## src/rtl/l_class_oc_echodriver.sv

```systemverilog
// Echo driver: issues a numbered sequence of say requests into an echo
// server, checks the returned echo indications in order, and limits the
// number of requests in flight with a small credit counter.
//
// state   | meaning
// --------+------------------------------------------------------------
// S_IDLE  | waiting for start; counters cleared by reset
// S_RUN   | issuing requests and accepting echoes
// S_DRAIN | all requests issued; waiting for the remaining echoes
// S_DONE  | run complete; counters hold until the next start
module l_class_oc_echodriver #(
    parameter int unsigned COUNT   = 16,
    parameter logic [31:0] BASE    = 32'h100,
    parameter int unsigned MAX_OUT = 4
) (
    input  logic        CLK,
    input  logic        nRST,
    input  logic        start__ENA,
    output logic        start__RDY,
    output logic        say__ENA,
    output logic [31:0] say_v,
    input  logic        say__RDY,
    input  logic        echo__ENA,
    input  logic [31:0] echo_v,
    output logic        echo__RDY,
    output logic        done,
    output logic [15:0] errors,
    output logic [15:0] sent,
    output logic [15:0] received
);

    localparam logic [15:0] COUNT_W   = 16'(COUNT);
    localparam logic [15:0] LAST_W    = 16'(COUNT - 1);
    localparam logic [3:0]  MAX_OUT_W = 4'(MAX_OUT);

    typedef enum logic [1:0] {
        S_IDLE  = 2'd0,
        S_RUN   = 2'd1,
        S_DRAIN = 2'd2,
        S_DONE  = 2'd3
    } state_t;

    state_t      state_q, state_d;
    logic [15:0] sent_q, sent_d;
    logic [15:0] received_q, received_d;
    logic [15:0] errors_q, errors_d;
    logic [3:0]  outstanding_q, outstanding_d;

    logic echo_take;
    logic echo_spurious;
    logic echo_good;
    logic echo_bad;

    // State and counter registers; reset aborts a run immediately.
    always_ff @(posedge CLK or negedge nRST) begin
        if (!nRST) begin
            state_q       <= S_IDLE;
            sent_q        <= '0;
            received_q    <= '0;
            errors_q      <= '0;
            outstanding_q <= '0;
        end else begin
            state_q       <= state_d;
            sent_q        <= sent_d;
            received_q    <= received_d;
            errors_q      <= errors_d;
            outstanding_q <= outstanding_d;
        end
    end

    // Handshake outputs, echo checking and next-state/counter updates.
    always_comb begin
        state_d       = state_q;
        sent_d        = sent_q;
        received_d    = received_q;
        errors_d      = errors_q;
        outstanding_d = outstanding_q;

        // echo__RDY decodes the state register only, never echo__ENA.
        start__RDY = (state_q == S_IDLE) || (state_q == S_DONE);
        echo__RDY  = (state_q == S_RUN) || (state_q == S_DRAIN);
        done       = (state_q == S_DONE);

        say__ENA = (state_q == S_RUN) && say__RDY &&
                   (sent_q < COUNT_W) && (outstanding_q < MAX_OUT_W);
        say_v    = say__ENA ? (BASE + {16'h0000, sent_q}) : 32'h0000_0000;

        // An echo with nothing outstanding is counted as an error but never
        // consumes a credit, so outstanding cannot underflow.
        echo_take     = echo__ENA && echo__RDY;
        echo_spurious = echo_take && (outstanding_q == 4'd0);
        echo_good     = echo_take && !echo_spurious;
        echo_bad      = echo_spurious ||
                        (echo_good && (echo_v != (BASE + {16'h0000, received_q})));

        case (state_q)
            S_IDLE, S_DONE: begin
                if (start__ENA) begin
                    sent_d        = '0;
                    received_d    = '0;
                    errors_d      = '0;
                    outstanding_d = '0;
                    state_d       = S_RUN;
                end
            end
            S_RUN, S_DRAIN: begin
                if (say__ENA) begin
                    sent_d = sent_q + 16'd1;
                end
                if (echo_good) begin
                    received_d = received_q + 16'd1;
                end
                if (say__ENA && !echo_good) begin
                    outstanding_d = outstanding_q + 4'd1;
                end else if (!say__ENA && echo_good) begin
                    outstanding_d = outstanding_q - 4'd1;
                end
                if (echo_bad && (errors_q != 16'hFFFF)) begin
                    errors_d = errors_q + 16'd1;
                end
                if ((state_q == S_RUN) && say__ENA && (sent_q == LAST_W)) begin
                    state_d = S_DRAIN;
                end
                if ((state_q == S_DRAIN) && echo_good && (received_q == LAST_W)) begin
                    state_d = S_DONE;
                end
            end
            default: state_d = S_IDLE;
        endcase
    end

    assign errors   = errors_q;
    assign sent     = sent_q;
    assign received = received_q;

endmodule

```

## config.mk

```make
export PLATFORM = sky130hd
export DESIGN_NAME = l_class_oc_echodriver
export DESIGN_NICKNAME = d
export VERILOG_FILES = /design/src/rtl/l_class_oc_echodriver.sv
export SDC_FILE = /design/constraint.sdc
export NUM_CORES = 1
export LEC_CHECK = 0
export BUFFER_PORTS_ARGS = -buffer_cell sky130_fd_sc_hd__buf_2
export CAP_MARGIN = 20
export CELL_PAD_IN_SITES_DETAIL_PLACEMENT = 1
export CELL_PAD_IN_SITES_GLOBAL_PLACEMENT = 2
export CORE_MARGIN = 1.5
export CORE_UTILIZATION = 30
export CTS_BUF_LIST = sky130_fd_sc_hd__clkbuf_8
export DETAILED_ROUTE_END_ITERATION = 7
export PLACE_DENSITY_LB_ADDON = 0.3
export SLEW_MARGIN = 20
export SYNTH_ARGS = -nofsm -noshare
export SYNTH_HDL_FRONTEND = slang
export SYNTH_SLANG_ARGS = --single-unit
```

## constraint.sdc

```tcl
create_clock -name CLK -period 4.2 [get_ports CLK]
set_clock_uncertainty 0.2 [all_clocks]
set_input_delay 0.21 -clock CLK [delete_from_list [all_inputs] [get_ports CLK]]
set_output_delay 0.21 -clock CLK [all_outputs]
set_load 0.02 [all_outputs]
```

=== After elaboration in Yosys (flattened, before gate mapping) ===
Index checks and enable logic that the tools add are counted.
W data, S select, Z words.

* Flip-flop bits (word level): 54
* Bits in latches: 0
* Bits in writable memories: 0
* Bits in read-only memories: 0
* Input bits: 37
* Output and inout bits: 84
* Logic and storage cells: 72
* Memories kept: 0

* Add/sub/neg operators: 7
* Multiply operators: 0
* Div/mod/pow operators: 0
* Order comparisons: 2
* Eq/ne operators: 13
* Shift operators: 0
* Multiplexer cells: 16
* Bitwise logic cells: 0
* Reductions and logical operators: 29

{| class="wikitable"
|+ Operators by type and width
! kind !! number
|-
| $pmux W16 S2 || 3
|-
| $mux W16 || 4
|-
| $add A16 B1 Y16 const B || 3
|-
| $add A9 B16 Y17 const A || 2
|-
| $eq A16 B4 Y1 const B || 2
|-
| $ne A32 B17 Y1 || 1
|-
| $mux W17 || 1
|-
| $lt A16 B5 Y1 const B || 1
|-
| $ne A16 B16 Y1 const B || 1
|-
| $logic_and A1 B1 Y1 || 14
|-
| $mux W4 || 3
|-
| $reduce_and A2 Y1 || 5
|-
| $ne A2 B2 Y1 const B || 4
|-
| $pmux W4 S2 || 1
|-
| $mux W2 || 3
|-
| $ne A3 B3 Y1 const B || 2
|-
| $add A4 B1 Y4 const B || 1
|-
| $eq A2 B2 Y1 const B || 2
|-
| $logic_not A4 Y1 || 1
|-
| $lt A4 B3 Y1 const B || 1
|-
| $pmux W2 S2 || 1
|-
| $reduce_or A2 Y1 || 2
|-
| $sub A4 B1 Y4 const B || 1
|-
| $logic_not A1 Y1 || 3
|-
| 3 further kinds || 5
|}

=== Longest topological paths before layout ===
Gate-level depths: netlist of run 1.

* Depth in word-level cells: 11
* Depth in mapped cells: 13
* Mapped depth without buffers: 12

=== Worst setup path before layout of run 1 ===
OpenSTA, ideal clock, no wires.

* Kind: reg2reg
* Start: register sent_q[8] (netlist: sent[8])
* End: register outstanding_q[3]
* Setup time: 121 ps
* Arrival time: 2863 ps
* Required time: 3879 ps
* Path slack: 1016 ps
* Cell stages (with the launch flop): 14
* Path buffers: 1
* Clock period less this slack: 3184 ps
* Path through: dfrtp_1 inv_1 ha_1 nor4b_1 nand4b_1 nor2_1 clkbuf_1 ha_1 inv_1 ha_1 a21o_1 a21oi_1 xnor2_1 a22o_1

* Longest elaborated chain between the ends: 7
* Elaborated cells on any way between the ends: 10
* Those cells by class: order compare: 1; eq/ne: 1; mux: 2; reduce/logical: 6

{| class="wikitable"
|+ Ends and longest elaborated chain
! element !! line !! text
|-
| start: declaration || 44 || <nowiki>logic [15:0] sent_q, sent_d;</nowiki>
|-
| start signal: assignment || 64 || <nowiki>sent_q <= sent_d;</nowiki>
|-
| $lt A16 B5 Y1 (*) || 85 || <nowiki>(sent_q < COUNT_W) && (outstanding_q < MAX_OUT_W);</nowiki>
|-
| $logic_and A1 B1 Y1 (*) || 84 || <nowiki>say__ENA = (state_q == S_RUN) && say__RDY &&</nowiki>
|-
| $logic_and A1 B1 Y1 (*) || 85 ||
|-
| net say__ENA || 20 || <nowiki>output logic say__ENA,</nowiki>
|-
| $logic_not A1 Y1 || 115 || <nowiki>end else if (!say__ENA && echo_good) begin</nowiki>
|-
| $logic_and A1 B1 Y1 || 115 ||
|-
| $ne A3 B3 Y1 (no line) || - ||
|-
| $reduce_and A2 Y1 (no line) || - ||
|-
| end signal: assignment || 67 || <nowiki>outstanding_q <= outstanding_d;</nowiki>
|-
| end: declaration || 47 || <nowiki>logic [3:0] outstanding_q, outstanding_d;</nowiki>
|}

The timed path passes the listed nets; every way through them passes the cells marked *.
A chain may end at the register's enable or synchronous reset.

=== Worst setup path in the final report of run 1 ===
* Start: register received_q[8] (netlist: received[8])
* End: register errors_q[11] (netlist: errors[11])

* Longest elaborated chain between the ends: 7

{| class="wikitable"
|+ Ends and longest elaborated chain
! element !! line !! text
|-
| start: declaration || 45 || <nowiki>logic [15:0] received_q, received_d;</nowiki>
|-
| start signal: assignment || 65 || <nowiki>received_q <= received_d;</nowiki>
|-
| $add A9 B16 Y17 || 94 || <nowiki>(echo_good && (echo_v != (BASE + {16'h0000, received_q})));</nowiki>
|-
| $ne A32 B17 Y1 || 94 ||
|-
| $logic_and A1 B1 Y1 || 94 ||
|-
| $logic_or A1 B1 Y1 || 93 || <nowiki>echo_bad = echo_spurious ||</nowiki>
|-
| $logic_and A1 B1 Y1 || 118 || <nowiki>if (echo_bad && (errors_q != 16'hFFFF)) begin</nowiki>
|-
| $ne A2 B2 Y1 (no line) || - ||
|-
| $reduce_and A2 Y1 (no line) || - ||
|-
| end signal: assignment || 66 || <nowiki>errors_q <= errors_d;</nowiki>
|-
| end: declaration || 46 || <nowiki>logic [15:0] errors_q, errors_d;</nowiki>
|}

Every way passes these cells.

==> results.md, run 1 <==
* Status: completed
* Fillers at 1,367
* Synth Instances at 386
* Critical path arrival at 3.21 ns
* Internal cell power at 913.3 uW
* Post-synth EDFFs at 0
* Sw Ratio at 0.4154
* Root buf cell: clkbuf_8
* Hold_ws at 0.05836 ns
* Setup crit start kind: register
* Initial antenna violation count at 1
* Post-DP HPWL at 7562 um
* TritonCTS Buffers at 5
* Synth Cell Area at between 3000 and 4000 um^2
* Top cells by area, synth: dfrtp_1 39%, xor2_1 5.8%, buf_4 5.4%
* Seq cells post-synth at 54
* P&R area growth vs syn at 17.93%
* Grt total ovfl at 0
* Pwr Density at 383.6 nW/um^2
* Worst-skew pair later-pin latency at 0.30 ns
* CTS clk-pin slew, worst paths at 0.10 ns
* CP Capture Point: errors[11]
* Synth Warn # at 0
* Hold/Removal Path Class: input port to register
* Crit end category: register
* Max-Cap Viols at 0
* Max H-tree Level at 2
* Slew margin rel. at 0.3951
* Die W at 110.3 um
* CTS tree: yes
* R2R depth at 8
* Drt pass-1 iters at 4
* Final ANT Viol Nets at 0
* Kind of critical path: register to register
* Total GRT Usage at 0.1619
* Leak at just over 2 nW
* Worst R2R Setup Slack at slightly below 1 ns
* Detailed Route WL at 9761 um
* Worst IR Drop VDD at about 0.22 mV
* First-pass GRT wire length at between 15,000 and 20,000 um
* # DRC at 0
* Via-to-Cell Ratio at between 4 and 5
* Post-route minimum period at between 3 and 4 ns
* Clock network power share at 0.189
* # IOs at ~120
* Via count at 3,016
* Tot Pwr at 1.562 mW
* Core Area at approximately 11,000 um^2
* CP startpoint: received[8]
* Final Cell Area at 4073 um^2
* Reg-to-Reg End: errors[11]
* Data required, critical path at 4.17 ns
* Syn avg cell area at 8.946 um^2
* Max incr delay on CP at around 0.73 ns
* Final hold violations at 0
* Initial DRC Count at 65
* Layout cell share with drive strength beyond 1 at 0.2313
* CTS Buffer Depth at 2
* Die height at 110.3 um
* Final TNS setup at 0 ns
* RSZ-0062 raised after global routing: no
* Critical path cell sequence: ha_1 -> nand3_4 -> o21a_1 -> o211ai_1 -> a211oi_2 -> a21oi_2 -> or2_0 -> a31oi_1
* Seq pwr share at 0.405
* Post-synth top flop: dfrtp_1
* Vias in the first global route at 2,928
* Placed inst area at 3974 um^2
* Nets at 530
* Setup violations, final at 0
* Async S/R FF share, synth at 1.000
* Largest net degree at the start of global routing at 37
* Number of clock sinks at 54
* Rows at 38
* Netlist cell types at 53
* Sequential area share after synthesis at 0.3913
* Worst-Margin Slew at 0.9074 ns
* Number of port buffers at 95
* Combinational fraction of design power at 0.405
* Initial Utilization at 0.3131
* Synth top area share at 0.3913
* Max Fclk at 308.7 MHz
* Psw at 649.0 uW
* Largest fanout on the critical path at 22
* R2R Path Start: received[8]
* Slowest CP cell: a21oi_2
* Routed len/inst at 15.72 um
* Tcrit/Tclk final at 0.7714
* Die footprint at between 10,000 and 15,000 um^2
* Biggest area consumer among synthesized cells: dfrtp_1
* RD Place Congestion at 0.7921
* Slew Limit Fails at 0
-- power groups by stage --
stage	combinational, mW	sequential (mW)	clock (mW)
floorplan	0.437	0.659	0
global route	0.713	0.643	0.332
CTS	0.645	0.635	0.313
detailed placement	0.642	0.646	0
finish	0.633	0.633	0.296
global placement	0.620	0.642	0
-- layout by cell type (no fill, tap or decap), types with 10 or more instances in the layout --
cell,instances
ha_1,13
conb_1,25
nor2_1,33
and2_1,16
nand2_1,31
nor4_1,11
nand3_1,11
dfrtp_1,54
xor2_1,23
o21ai_0,23
and3_1,12
buf_2,95
nor3_1,10
xnor2_1,14
inv_1,22
-- layout make-up --
type,count,area (um^2),share of cell area
multi-input combinational,297,1863,0.4575
inverter,21,78.83,0.01935
tap,140,175.2,0.04301
clock inverter,3,17.52,0.004301
antenna,1,2.502,0.0006144
clock buffer,5,68.82,0.01690
sequential,54,1351,0.3318
timing repair buffer,100,515.5,0.1266
-- logic make-up (layout without fill, tap and decap cells) --
group	after synthesis	in the layout	synth area share
and+or+nand+nor	158	158	0.2435
buffers and inverters	59	129	0.09529
AOI/OAI and AO/OA	58	58	0.1069
DFF	54	54	0.3913
xor gates and xnor gates	37	37	0.09384
adders and majority gates	14	14	0.05290
muxes	5	5	0.01522
other	1	26	0.001086
-- critical path, delay by kind of cell (launching register included) --
family | cells | cell delay, ns
compound gates | 5 | 1.42
fa+ha+maj | 1 | 0.33
simple gates | 2 | 0.64
flops | 1 | 0.51
-- registers in the layout, summed over array words and instances (netlist names) --
| signal | count |
|---|---|
| sent | 16 |
| errors | 16 |
| received | 16 |
| state_q | 2 |
| outstanding_q | 4 |
-- timing repair --
action / 4_1_cts / 5_1_grt
hold endpoints to repair: 18 / 0
setup endpoints to repair: 0 / 0
hold buffers: 1 / 0
resized for setup: 0 / 0
buffers inserted: 0 / 0
-- per-layer routing --
| metal | global-route usage | wire length, um | share of wire | vias to the layer above |
|---|---|---|---|---|
| met3 | 0.03586 | 485 | 0.050 | 4 |
| met2 | 0.2760 | 4755 | 0.49 | 65 |
| met4 | 0.02930 | 53 | 0.0054 | 0 |
| li1 | - | - | - | 1468 |
| met1 | 0.2121 | 4467 | 0.46 | 1479 |
| met5 | 0 | 0 | 0 | - |
-- worst min path at each step --
stage	startpoint	endpoint	slack, ns	depth (start not counted)
after global routing	start__ENA	outstanding_q[2]	0.05	2
after global placement	nRST	errors[13]	-0.02	1
after CTS	start__ENA	sent[2]	0.05	2
after floorplan	nRST	errors[0]	-0.29	0
final	start__ENA	sent[2]	0.06	2
after detailed placement	nRST	errors[13]	-0.01	1
-- metrics by stage --
stage          cells    util  setup WS (ns)
2_1_floorplan    410       -          1.016
3_3_place_gp     611  0.3603          1.066
3_5_place_dp     611  0.3603         0.9607
4_1_cts          620  0.3690         0.9320
5_1_grt          620  0.3690         0.6827
6_report         621  0.3692         0.9603
-- cells in the mapped netlist (3+ instances only) --
library cell	instances
nand4_1	9
nor3_1	10
clkbuf_1	6
inv_1	21
buf_4	25
ha_1	13
a21boi_0	3
buf_2	3
dfrtp_1	54
o21ai_0	23
mux2i_1	3
xor2_1	23
and3_1	12
a31oi_1	3
nor2_1	33
a21oi_1	8
nor2b_1	3
or3_1	4
nor4_1	11
nand2b_1	4
nand3_1	11
nand2_1	31
and2_1	16
o22ai_1	5
xnor2_1	14
Power figures use the tool's default switching activity.
==> run 2, diff against run 1 <==
- CORE_UTILIZATION: 30 -> 27
- clock period: 4.2 -> 2.7 ns (I/O delays scaled with it)
==> run 2 against run 1 <==
  * First-iteration DRC count grew 18%
  * Sequential share of layout area shrank 3.8 points
  * Non-clock buffer count grew 43
  * Largest cell class unchanged
==> results.md, run 2 (synthesis gave the netlist of run 1 again) <==
* # DRC at 0 (unchanged)
* CTS clk-pin slew, worst paths at 0.10 ns (about the same)
* Leading cell type in the layout, fill and taps excluded: buf_2 (unchanged)
* Leak at 2.340 nW (was 2.072 nW)
* Most frequent cells in the layout: 95 x buf_2, 51 x dfrtp_1, 44 x buf_4 (was 95 x buf_2, 54 x dfrtp_1, 33 x nor2_1)
* Tot Pwr at 2.855 mW (was 1.562 mW)
* # IOs at 121 (unchanged)
* Worst setup margin at 0.09910 ns (was 0.9603 ns)
* First-pass GRT wire length at 16,140 um (was 15,100 um)
* Largest net degree at the start of global routing at 39 (was 37)
* Fillers at 1,517 (was 1,367)
* Root buf cell: clkbuf_8 (unchanged)
* Sw Ratio at 0.3758 (was 0.4154)
* Clock network power share at 0.237 (was 0.189)
* Layout cell share with drive strength beyond 1 at 0.3308 (was 0.2313)
* Seq pwr share at 0.340 (was 0.405)
* Detailed Route WL at 10,230 um (was 9761 um)
* Largest fanout on the critical path at 10 (was 22)
* Post-route minimum period at 2.601 ns (was 3.240 ns)
* Final std cells w/o fill at 695 (was 621)
* Max H-tree Level at 2 (unchanged)
* Final TNS setup at 0 ns (unchanged)
* Tcrit/Tclk final at 0.9633 (was 0.7714)
* P&R area growth vs syn at 33.59% (was 17.93%)
* Die W at 116.1 um (was 110.3 um)
* Via-to-Cell Ratio at 4.534 (was 4.857)
* Number of clock sinks at 54 (unchanged)
* Critical path buffers and inverters at 2 (was 0)
* Number of port buffers at 95 (unchanged)
* TritonCTS Buffers at 5 (unchanged)
* Final ANT Viol Nets at 0 (unchanged)
* Psw at 1.073 mW (was 649.0 uW)
* Slew Limit Fails at 0 (unchanged)
* Kind of critical path: register to register (unchanged)
* Critical path arrival at 2.60 ns (was 3.21 ns)
* Post-DP HPWL at 8007 um (was 7562 um)
* Grt total ovfl at 0 (unchanged)
* Max Fclk at 384.5 MHz (was 308.7 MHz)
* Combinational fraction of design power at 0.423 (was 0.405)
* Total GRT Usage at 0.1513 (was 0.1619)
* Final hold violations at 0 (unchanged)
* Internal cell power at 1.782 mW (was 913.3 uW)
* Pre-CTS setup slack at -0.02704 ns (was 0.9607 ns)
* Nets at 573 (was 530)
* Worst IR Drop VDD at 0.2855 mV (was 0.2193 mV)
* ANT cells at 0 (was 1)
* Pwr Density at 619.0 nW/um^2 (was 383.6 nW/um^2)
* Drt pass-1 iters at 4 (unchanged)
* Dpl cells at 680 (was 611)
* Crit path max-delay family: compound AO/OA/AOI/OAI gates (unchanged)
* Crit end category: register (unchanged)
* Max incr delay on CP at 0.45 ns (was 0.73 ns)
* RD Place Congestion at 0.7717 (was 0.7921)
* Routed len/inst at 14.72 um (was 15.72 um)
* Slowest CP cell: dfrtp_2 (was a21oi_2)
* Setup violations, final at 0 (unchanged)
* Via count at 3,151 (was 3,016)
* Initial DRC Count at 77 (was 65)
* CTS Buffer Depth at 2 (unchanged)
* Die height at 116.1 um (was 110.3 um)
* RSZ-0062 raised after global routing: yes (was no)
* Core Area at 12,570 um^2 (was 11,030 um^2)
* Hold/Removal Path Class: input port to async pin (was input port to register)
* Initial antenna violation count at 0 (was 1)
* Initial Utilization at 0.2748 (was 0.3131)
* Max-Cap Viols at 0 (unchanged)
* Worst R2R Setup Slack at 0.1 ns (was 0.96 ns)
* Setup crit start kind: register (unchanged)
* Worst-skew pair later-pin latency at 0.31 ns (was 0.30 ns)
* Vias in the first global route at 3,099 (was 2,928)
* Die footprint at 13,480 um^2 (was 12,160 um^2)
* Rows at 41 (was 38)
* Data required, critical path at 2.70 ns (was 4.17 ns)
* CTS tree: yes (unchanged)
* Critical path cell sequence: buf_4 -> and4_2 -> and2_4 -> o211a_1 -> a211oi_4 -> a21oi_4 -> buf_6 -> and3_1 -> a221o_1 (was ha_1 -> nand3_4 -> o21a_1 -> o211ai_1 -> a211oi_2 -> a21oi_2 -> or2_0 -> a31oi_1)
* Status: completed (unchanged)
==> run 2: cell types whose count changed in the layout (fill, tap and decap cells not counted), moves of 3 or more <==
cell and delta:
buf_4 +40, inv_1 -4, ha_1 -3, inv_2 +3, dfrtp_2 +3, ha_4 +3
dfrtp_1 -3
==> run 2: per-layer routing <==
metal / vias to the layer above / GRT usage / wire (um) / part of all wire
li1: 1555 / - / - / -
met1: 1532 / 0.2075 / 4782 / 0.47
met2: 57 / 0.2584 / 5059 / 0.49
met3: 7 / 0.01868 / 314 / 0.031
met4: 0 / 0.02927 / 70 / 0.0068
met5: - / 0 / 0 / 0
==> run 2: stage by stage <==
step           hold slack [ns]  instance area (um^2)    util
2_1_floorplan          -0.3606                  3576       -
3_3_place_gp          -0.09451                  4327  0.3443
3_5_place_dp          -0.09037                  4327  0.3443
4_1_cts                 0.1108                  4509  0.3588
5_1_grt                 0.1337                  4613  0.3670
6_report               0.09829                  4613  0.3670
==> run 2: path summary, 6_finish.rpt <==
check,from,to,depth (start not counted)
max,received[8],errors[13],9
min,nRST,sent[7],2
max reg2reg,received[8],errors[13],9
min reg2reg,sent[15],sent[15],1
max in group asynchronous,nRST,received[8],3
min in group CLK,echo__ENA,received[0],5
==> run 2: timing repair <==
| action | CTS | global route |
|---|---|---|
| setup buffers | 0 | 5 |
| hold endpoints to repair | 57 | 0 |
| hold buffers | 2 | 0 |
| resized for setup | 4 | 17 |
| cloned | 0 | 0 |
| setup endpoints to repair | 3 | 15 |
| pin swaps | 1 | 11 |
==> run 2: power groups by stage <==
stage | Clock (mW) | Sequential (mW) | Combinational [mW]
2_1_floorplan | 0 | 1.02 | 0.707
3_3_place_gp | 0 | 0.984 | 1.15
3_5_place_dp | 0 | 0.988 | 1.17
4_1_cts | 0.703 | 0.973 | 1.18
5_1_grt | 0.729 | 0.986 | 1.34
6_report | 0.675 | 0.972 | 1.21
==> run 2: worst register-to-register path: stages (launching register included) <==
cell and delay, ns:
dfrtp_2 0.45, buf_4 0.17, and4_2 0.27, and2_4 0.18, o211a_1 0.24, a211oi_4 0.29
a21oi_4 0.14, buf_6 0.16, and3_1 0.16, a221o_1 0.25
==> run 2: layout make-up <==
| cell class | instances | area [um^2] | share of cell area |
|---|---|---|---|
| clock buffer | 6 | 82.58 | 0.01790 |
| clock inverter | 2 | 60.06 | 0.01302 |
| inverter | 21 | 78.83 | 0.01709 |
| multi-input combinational | 297 | 1964 | 0.4258 |
| sequential | 54 | 1355 | 0.2937 |
| tap | 172 | 215.2 | 0.04665 |
| timing repair buffer | 143 | 857.1 | 0.1858 |
==> run 3, diff against run 2 <==
- CORE_ASPECT_RATIO: not set -> 1.75
==> run 3 against run 2 <==
  * Die area increased by 0.20%
  * Routed wire length increased by 7.9%
  * Sequential cell count unchanged
  * Hold slack improved by 0.030 ns
  * Setup slack got worse by 0.026 ns
  * Critical endpoint is now errors[2]
  * Highest routed layer unchanged
==> results.md, run 3 (synthesis gave the netlist of run 1 again) <==
* Largest net degree at the start of global routing at 55 (was 39)
* Combinational fraction of design power at 0.451 (was 0.423)
* Sw Ratio at 0.3973 (was 0.3758)
* Seq pwr share at 0.344 (was 0.340)
* Slew Limit Fails at 0 (unchanged)
* Worst IR Drop VDD at 0.3059 mV (was 0.2855 mV)
* Clock network power share at 0.205 (was 0.237)
* Rows at 54 (was 41)
* Tcrit/Tclk final at 0.9729 (was 0.9633)
* Final hold violations at 0 (unchanged)
* ANT cells at 0 (unchanged)
* Layout cell share with drive strength beyond 1 at 0.3327 (was 0.3308)
* Fillers at 1,504 (was 1,517)
* Slowest CP cell: dfrtp_2 (unchanged)
* Worst-skew pair later-pin latency at 0.32 ns (was 0.31 ns)
* CTS clk-pin slew, worst paths at 0.11 ns (was 0.10 ns)
* Setup crit start kind: register (unchanged)
* Max Fclk at 380.7 MHz (was 384.5 MHz)
* First-pass GRT wire length at 17,200 um (was 16,140 um)
* RD Place Congestion at 0.7542 (was 0.7717)
* Multi-input gate area at 1941 um^2 (was 1964 um^2)
* P&R area growth vs syn at 33.22% (was 33.59%)
* CTS tree: yes (unchanged)
* # IOs at 121 (unchanged)
* Initial antenna violation count at 0 (unchanged)
* Nets at 579 (was 573)
* Pwr Density at 613.8 nW/um^2 (was 619.0 nW/um^2)
* Post-DP HPWL at 8387 um (was 8007 um)
* Initial Utilization at 0.2763 (was 0.2748)
* Detailed Route WL at 11,030 um (was 10,230 um)
* Leak at 2.346 nW (was 2.340 nW)
* Largest fanout on the critical path at 14 (was 10)
* Critical path arrival at 2.65 ns (was 2.60 ns)
* Die W at 88.49 um (was 116.1 um)
* Register area at 1355 um^2 (unchanged)
* Die footprint at 13,500 um^2 (was 13,480 um^2)
* Die height at 152.6 um (was 116.1 um)
* Vias in the first global route at 3,353 (was 3,099)
* Root buf cell: clkbuf_8 (unchanged)
* Final core utilization at 0.3681 (was 0.3670)
* Total GRT Usage at 0.1651 (was 0.1513)
* Critical path cell sequence: buf_4 -> and4_1 -> and2_1 -> o211a_1 -> a211oi_2 -> a21oi_2 -> buf_6 -> buf_4 -> mux2i_1 -> a22o_1 (was buf_4 -> and4_2 -> and2_4 -> o211a_1 -> a211oi_4 -> a21oi_4 -> buf_6 -> and3_1 -> a221o_1)
* Via count at 3,260 (was 3,151)
* Psw at 1.122 mW (was 1.073 mW)
* CTS Buffer Depth at 2 (unchanged)
* Kind of critical path: register to register (unchanged)
* Max H-tree Level at 2 (unchanged)
* Max-Cap Viols at 0 (unchanged)
* Final ANT Viol Nets at 0 (unchanged)
* Setup violations, final at 0 (unchanged)
* Routed len/inst at 15.83 um (was 14.72 um)
* Status: completed (unchanged)
* TritonCTS Buffers at 5 (unchanged)
* Crit end category: register (unchanged)
* # DRC at 0 (unchanged)
* Most used cell, CP: buf_4
* Internal cell power at 1.702 mW (was 1.782 mW)
* Core Area at 12,500 um^2 (was 12,570 um^2)
* Hold/Removal Path Class: input port to async pin (unchanged)
* Number of port buffers at 95 (unchanged)
* Number of clock sinks at 54 (unchanged)
* Via-to-Cell Ratio at 4.677 (was 4.534)
* Leading cell type in the layout, fill and taps excluded: buf_2 (unchanged)
* Grt total ovfl at 0 (unchanged)
* Tot Pwr at 2.824 mW (was 2.855 mW)
* Most frequent cells in the layout: 95 x buf_2, 51 x dfrtp_1, 49 x buf_4 (was 95 x buf_2, 51 x dfrtp_1, 44 x buf_4)
* Post-route minimum period at 2.627 ns (was 2.601 ns)
* Drt pass-1 iters at 4 (unchanged)
* Initial DRC Count at 74 (was 77)
* Max incr delay on CP at 0.44 ns (was 0.45 ns)
* Data required, critical path at 2.72 ns (was 2.70 ns)
[run 3: worst paths after layout]
| kind | from | end | slack [ns] | cells after the start |
|---|---|---|---|---|
| hold reg to reg | sent[8] | sent[8] | 0.34 | 2 |
| max in group asynchronous | nRST | sent[9] | 1.87 | 3 |
| min in group CLK | echo__ENA | received[0] | 0.13 | 5 |
| setup / recovery | received[8] | errors[2] | 0.07 | 10 |
| setup reg to reg | received[8] | errors[2] | 0.07 | 10 |
| hold / removal | nRST | errors[7] | 0.13 | 3 |
[run 3: layout make-up]
cell class / instances / share of cell area
timing repair buffer: 149 / 0.1969
clock buffer: 5 / 0.01496
clock inverter: 3 / 0.008975
sequential: 54 / 0.2945
multi-input combinational: 297 / 0.4218
inverter: 21 / 0.01713
tap: 168 / 0.04569
[run 3: critical path: cells and delay by family, from the launching register on]
| kind | cells | cell delay [ns] |
|---|---|---|
| compound gates | 4 | 0.86 |
| buf+inv | 3 | 0.49 |
| flops | 1 | 0.44 |
| simple gates | 2 | 0.43 |
| mux | 1 | 0.12 |
[run 3: timing repair]
| item | in CTS | in global routing |
|---|---|---|
| setup endpoints to repair | 6 | 17 |
| setup buffers | 2 | 10 |
| gates resized for setup | 3 | 13 |
| hold buffers | 2 | 0 |
| pin swaps | 2 | 10 |
| endpoints found under the hold margin | 62 | 0 |
[run 3: per-layer routing]
layer  GRT usage  vias up  part of all wire
met2      0.3112       82              0.56
li1            -     1563                 -
met5           0        -                 0
met3     0.02438       14             0.034
met4     0.05804        0             0.023
met1      0.1798     1601              0.38
[run 3: metrics by stage]
step	std cells	cell area (um^2)	worst slack (ns)	setup TNS [ns]	hold slack, ns
floorplan	410	3576	-0.04795	-0.04795	-0.3606
global placement	675	4314	-0.02664	-0.02664	-0.03180
detailed placement	675	4314	-0.08244	-0.1269	-0.02982
CTS	687	4473	-0.01896	-0.01896	0.1171
global route	697	4601	-0.02070	-0.03265	0.1709
finish	697	4601	0.07309	0	0.1280
[run 3: power by group through the flow]
stage | sequential (mW) | clock [mW] | combinational (mW)
after floorplan | 1.02 | 0 | 0.707
after global placement | 0.981 | 0 | 1.16
after global routing | 0.985 | 0.620 | 1.40
after detailed placement | 0.986 | 0 | 1.20
after CTS | 0.972 | 0.598 | 1.22
final | 0.972 | 0.579 | 1.27
